===== src/rtl/regfile_mp.sv =====
// Multi-ported register file with two write ports (M over E), optional write-to-read
// forwarding, a per-register busy scoreboard and a saturating commit counter.
module regfile_mp #(
  parameter int              WIDTH  = 32,
  parameter int              NREGS  = 8,
  parameter int              AW     = 4,
  parameter int              NREAD  = 2,
  parameter logic [AW-1:0]   RNONE  = 4'hF,
  parameter int              BYPASS = 1
) (
  input  logic                   clk,
  input  logic                   rst,
  input  logic [NREAD*AW-1:0]    src,
  output logic [NREAD*WIDTH-1:0] val,
  output logic [NREAD-1:0]       busy,
  input  logic [AW-1:0]          dstE,
  input  logic [WIDTH-1:0]       valE,
  input  logic [AW-1:0]          dstM,
  input  logic [WIDTH-1:0]       valM,
  input  logic                   rsv_valid,
  input  logic [AW-1:0]          rsv_reg,
  output logic [7:0]             wr_count
);

  function automatic logic id_valid(input logic [AW-1:0] id);
    return (id != RNONE) && (int'(id) < NREGS);
  endfunction

  logic [WIDTH-1:0] regs_reg [NREGS];
  logic [NREGS-1:0] busy_reg;
  logic [7:0]       wr_count_reg;

  logic e_we, m_we, rsv_we;
  assign e_we   = id_valid(dstE);
  assign m_we   = id_valid(dstM);
  assign rsv_we = rsv_valid && id_valid(rsv_reg);

  genvar gi;
  generate
    for (gi = 0; gi < NREGS; gi++) begin : g_reg
      localparam logic [AW-1:0] ID = AW'(gi);
      logic hit_m, hit_e, hit_rsv;
      assign hit_m   = m_we && (dstM == ID);
      assign hit_e   = e_we && (dstE == ID);
      assign hit_rsv = rsv_we && (rsv_reg == ID);

      always_ff @(posedge clk or negedge rst) begin
        if (!rst) begin
          regs_reg[gi] <= '0;
          busy_reg[gi] <= 1'b0;
        end else begin
          if (hit_m)
            regs_reg[gi] <= valM;
          else if (hit_e)
            regs_reg[gi] <= valE;
          // A reservation landing on the same edge as a write keeps the register busy.
          if (hit_rsv)
            busy_reg[gi] <= 1'b1;
          else if (hit_m || hit_e)
            busy_reg[gi] <= 1'b0;
        end
      end
    end
  endgenerate

  always_ff @(posedge clk or negedge rst) begin
    if (!rst)
      wr_count_reg <= 8'd0;
    else if ((e_we || m_we) && (wr_count_reg != 8'hFF))
      wr_count_reg <= wr_count_reg + 8'd1;
  end

  assign wr_count = wr_count_reg;

  generate
    for (gi = 0; gi < NREAD; gi++) begin : g_rd
      logic [AW-1:0]    s;
      logic             s_ok;
      logic [WIDTH-1:0] rd_next;
      logic             bz_next;
      assign s    = src[gi*AW +: AW];
      assign s_ok = id_valid(s);

      always_comb begin
        rd_next = '0;
        bz_next = 1'b0;
        for (int r = 0; r < NREGS; r++) begin
          if (s_ok && (s == AW'(r))) begin
            rd_next = regs_reg[r];
            bz_next = busy_reg[r];
          end
        end
        if ((BYPASS != 0) && s_ok) begin
          if (m_we && (s == dstM))
            rd_next = valM;
          else if (e_we && (s == dstE))
            rd_next = valE;
        end
        // Forwarded data must not leak out while the file is held in reset.
        if (!rst) begin
          rd_next = '0;
          bz_next = 1'b0;
        end
      end

      assign val[gi*WIDTH +: WIDTH] = rd_next;
      assign busy[gi]               = bz_next;
    end
  endgenerate

endmodule


===== config.mk =====
export PLATFORM = sky130hd
export DESIGN_NAME = regfile_mp
export DESIGN_NICKNAME = d
export VERILOG_FILES = /design/src/rtl/regfile_mp.sv
export SDC_FILE = /design/constraint.sdc
export NUM_CORES = 1
export LEC_CHECK = 0
export BUFFER_PORTS_ARGS = -buffer_cell sky130_fd_sc_hd__buf_4
export CAP_MARGIN = 5
export CORE_ASPECT_RATIO = 1.2
export CORE_MARGIN = 1
export CORE_UTILIZATION = 50
export DETAILED_ROUTE_END_ITERATION = 6
export HOLD_SLACK_MARGIN = 0.03
export PLACE_DENSITY = 0.67
export SLEW_MARGIN = 20
export SYNTH_ARGS = -nofsm -noshare
export SYNTH_HDL_FRONTEND = slang
export SYNTH_SLANG_ARGS = --single-unit

===== constraint.sdc =====
create_clock -name clk -period 2.1 [get_ports clk]
set_clock_uncertainty 0.1 [all_clocks]
set_input_delay 0.42 -clock clk [delete_from_list [all_inputs] [get_ports clk]]
set_output_delay 0.42 -clock clk [all_outputs]
set_load 0.01 [all_outputs]

==> flow_summary.yaml <==
worst_setup_path:
  end_kind: "output port"
  worstPathArrival_ps: 2080
  r2r_cells: 6
  start_kind: "register"
  r2r_start: "wr_count[0]"
  worstSetupPathType: "reg -> out"
  r2r_slack_ps: 360
  r2r_end: "wr_count[7]"
  cp_max_fo: 2
  crit_required_ps: 1580
min_path:
  min-delay-start: "valM[26]"
  hold_end: "regs_reg[250]"
  holdCritPathClass: "in -> reg"
  holdPathStages: 3
timing:
  finalMaxSlewViolations: 0
  final-hold-violation-count: 0
  tns_ps: -25040
  rsz0062_at_grt: "true"
  holdWs_ps: 63.0
  clock.fmax_mhz: 384
  fin_crit_ps: 2600
  finalSetupViolCount: 66
  tightest_slew_ps: 904
  worst_slack_ps: -504
  slew_headroom_pct: 39.5
  post-route-period-util_pct: 124
flow_run:
  maxCapViolCount: 0
synthesis:
  synth.area.top_cells: "dfrtp_1, mux2i_1, o21ai_0"
  synth.net_count: 2451
  synthArstFlopShare_pct: 100
  synthCells: 2363
  synth.top_cell.area_share_pct: 34.5
  yosys_warnings: 0
  synth-main-ff-cell: "dfrtp_1"
  synth_largest_area_cell: "dfrtp_1"
  synth.distinct_cells: 77
  ys_seq_elements: 272
  synth_area_um2: 19700
  synth_edf_count: 0
  syn_avg_cell_area_um2: 8.34
  seq_area_frac_synth_pct: 34.5
global_route:
  groute.usage.overall_pct: 46.0
  grt_pass1_vias: 21500
  grt_pass1_wl_mm: 136
  antenna_found_initial: 5
  overflow: 0
  grt_start_max_net_pins: 67
power_and_ir_drop:
  ir_drop_mv: 0.638
  p_leak_uw: 0.0110
  p_per_area_nw_per_um2: 731
die:
  design.core.area_um2: 38800
  row_count: 79
  die_y_um: 220
  die_w_um: 183
  start_util_pct: 50.7
  dieArea_um2: 40200
  pin_count: 161
place:
  place_congestion: 0.985
  placement.io_buffers: 160
  place.detailed.hpwl_mm: 58.9
drt:
  drc: 0
  ant_nets: 0
  routed_wirelength_mm: 95.4
  vias: 22600
  routedWlPerCell_um: 29.4
  dr.pass1.iters: 7
  vias_per_cell: 6.95
  drt-initial-drc-count: 3436
finish:
  syn2layout_area_growth_pct: 40.9
  layout-drive-gt1-share_pct: 33.9
  largest_reg_flops: 256
  nets: 2784
clock_network:
  clk_pin_slew_ps: 60
  cts_buffers: 34
  cts_buffer_depth: 3
  htreeDepth: 2
  cts.sinks: 272
  cts_tree: "built"
  insertion_delay_ps: 540
  cts_root_buf: "clkbuf_16"
outcome:
  status: "complete, but fails checks"
  violations: "negative setup slack"
-- how the worst max path moves through the flow --
stage                 startpoint  endpoint
floorplan                 src[4]   val[32]
global placement          src[7]   val[56]
detailed placement        src[7]   val[56]
CTS                 regs_reg[30]   val[30]
global route        regs_reg[30]   val[30]
finish              regs_reg[30]   val[30]
-- cells in the mapped netlist, types with 6 or more instances --
cell type and instances:
a31o_1 9, o21ai_1 100, a22oi_1 9, nor2_2 7, buf_2 79, a31oi_1 10, dfrtp_1 272, o21ai_0 315
nor2b_1 19, a221oi_1 10, xnor2_1 16, o221ai_1 15, mux4_2 6, o22ai_1 54, clkbuf_1 139, a2bb2oi_1 6
mux2_2 17, nand3_1 14, a221o_1 7, a21oi_2 7, o32ai_1 10, buf_4 41, a21boi_0 22, buf_6 22
o22a_1 22, nor2_1 92, nand3b_1 13, or3_1 23, nand2_1 276, a21oi_1 216, a22o_1 16, o21a_1 7
buf_1 10, mux2i_1 267, inv_1 15, nand2b_1 23, a21o_1 8, a211oi_2 8, o2111a_1 14, nor3_1 45
a211oi_1 20
-- metal layers --
layer / vias to the layer above / GRT usage, % / part of all wire [%]
met5: - / 0 / 0.035
met4: 4 / 35.4 / 9.7
met3: 729 / 12.5 / 13
met2: 2026 / 70.4 / 43
met1: 10600 / 55.2 / 34
li1: 9286 / - / -
-- placed cells by master (no fill, tap or decap), drive strengths merged, types with 8 or more instances in the layout --
cell type  netlist  layout
buf            152     579
a31oi           10      10
mux2            17      17
o2111a          14      14
nand3           14      14
mux2i          267     267
a21boi          22      22
nor2b           19      19
nand2          279     279
dfrtp          272     272
nand3b          13      13
nor2           100     100
o32ai           10      10
clkinv           0       8
a221oi          12      12
a22o            16      16
a22oi            9       9
nor3            50      50
o22a            22      22
o22ai           54      54
inv             17      17
a211oi          28      28
a21o             8       8
or3             23      23
o21ai          415     415
clkbuf         139      49
a31o             9       9
o221ai          15      15
a21oi          223     223
nand2b          24      24
xnor2           16      16
-- cells by family after synthesis --
family,after synthesis,share of synthesized area (%)
muxes,290,15.2
adders and majority gates,1,0.0635
DFF,272,34.5
AOI/OAI and AO/OA,919,28.1
and+or+nand+nor,554,13.3
buffers and inverters,308,7.99
xor gates and xnor gates,19,0.844
-- power by group --
group | leakage, µW | total [µW] | internal [µW] | switching (µW)
Sequential | 0.00331 | 7680 | 6410 | 1270
Combinational | 0.00710 | 6050 | 2940 | 3110
Clock | 0.000603 | 6570 | 3960 | 2610
Total | 0.0110 | 20300 | 13300 | 6990
-- critical path, stage by stage, from the launching register on --
cell     delay [ps]
dfrtp_1         380
mux4_2          510
mux2i_2         210
nor3_2           70
a21oi_1         130
a21oi_1          80
buf_4           150
-- timing repair --
action                                 4_1_cts  5_1_grt
hold buffers                                 6        4
resized for setup                          295      149
setup buffers                               75       24
endpoints found under the hold margin      118       43
setup endpoints to repair                   66       66
gates cloned                                17        2
pin swaps                                  172      114
-- area by class of cell --
class | count | area (µm²)
multi-input combinational | 1783 | 12800
clock inverter | 15 | 195
timing repair buffer | 588 | 6240
inverter | 17 | 77.6
clock buffer | 47 | 1030
tap | 526 | 658
fill | 2885 | 11100
antenna | 2 | 5.00
sequential | 272 | 6810
-- metrics by stage --
step,setup WS (ps),area [µm²],cells,utilization (%),total power (µW)
6_report,-504,27800,3250,71.5,20300
5_1_grt,-602,27800,3250,71.5,20900
4_1_cts,-503,27000,3226,69.4,19600
3_5_place_dp,-643,23500,3067,60.4,12400
3_3_place_gp,-649,23500,3067,60.4,12200
2_1_floorplan,-47.0,20100,2363,-,10200
No activity file was read; power rests on OpenSTA's default activity.
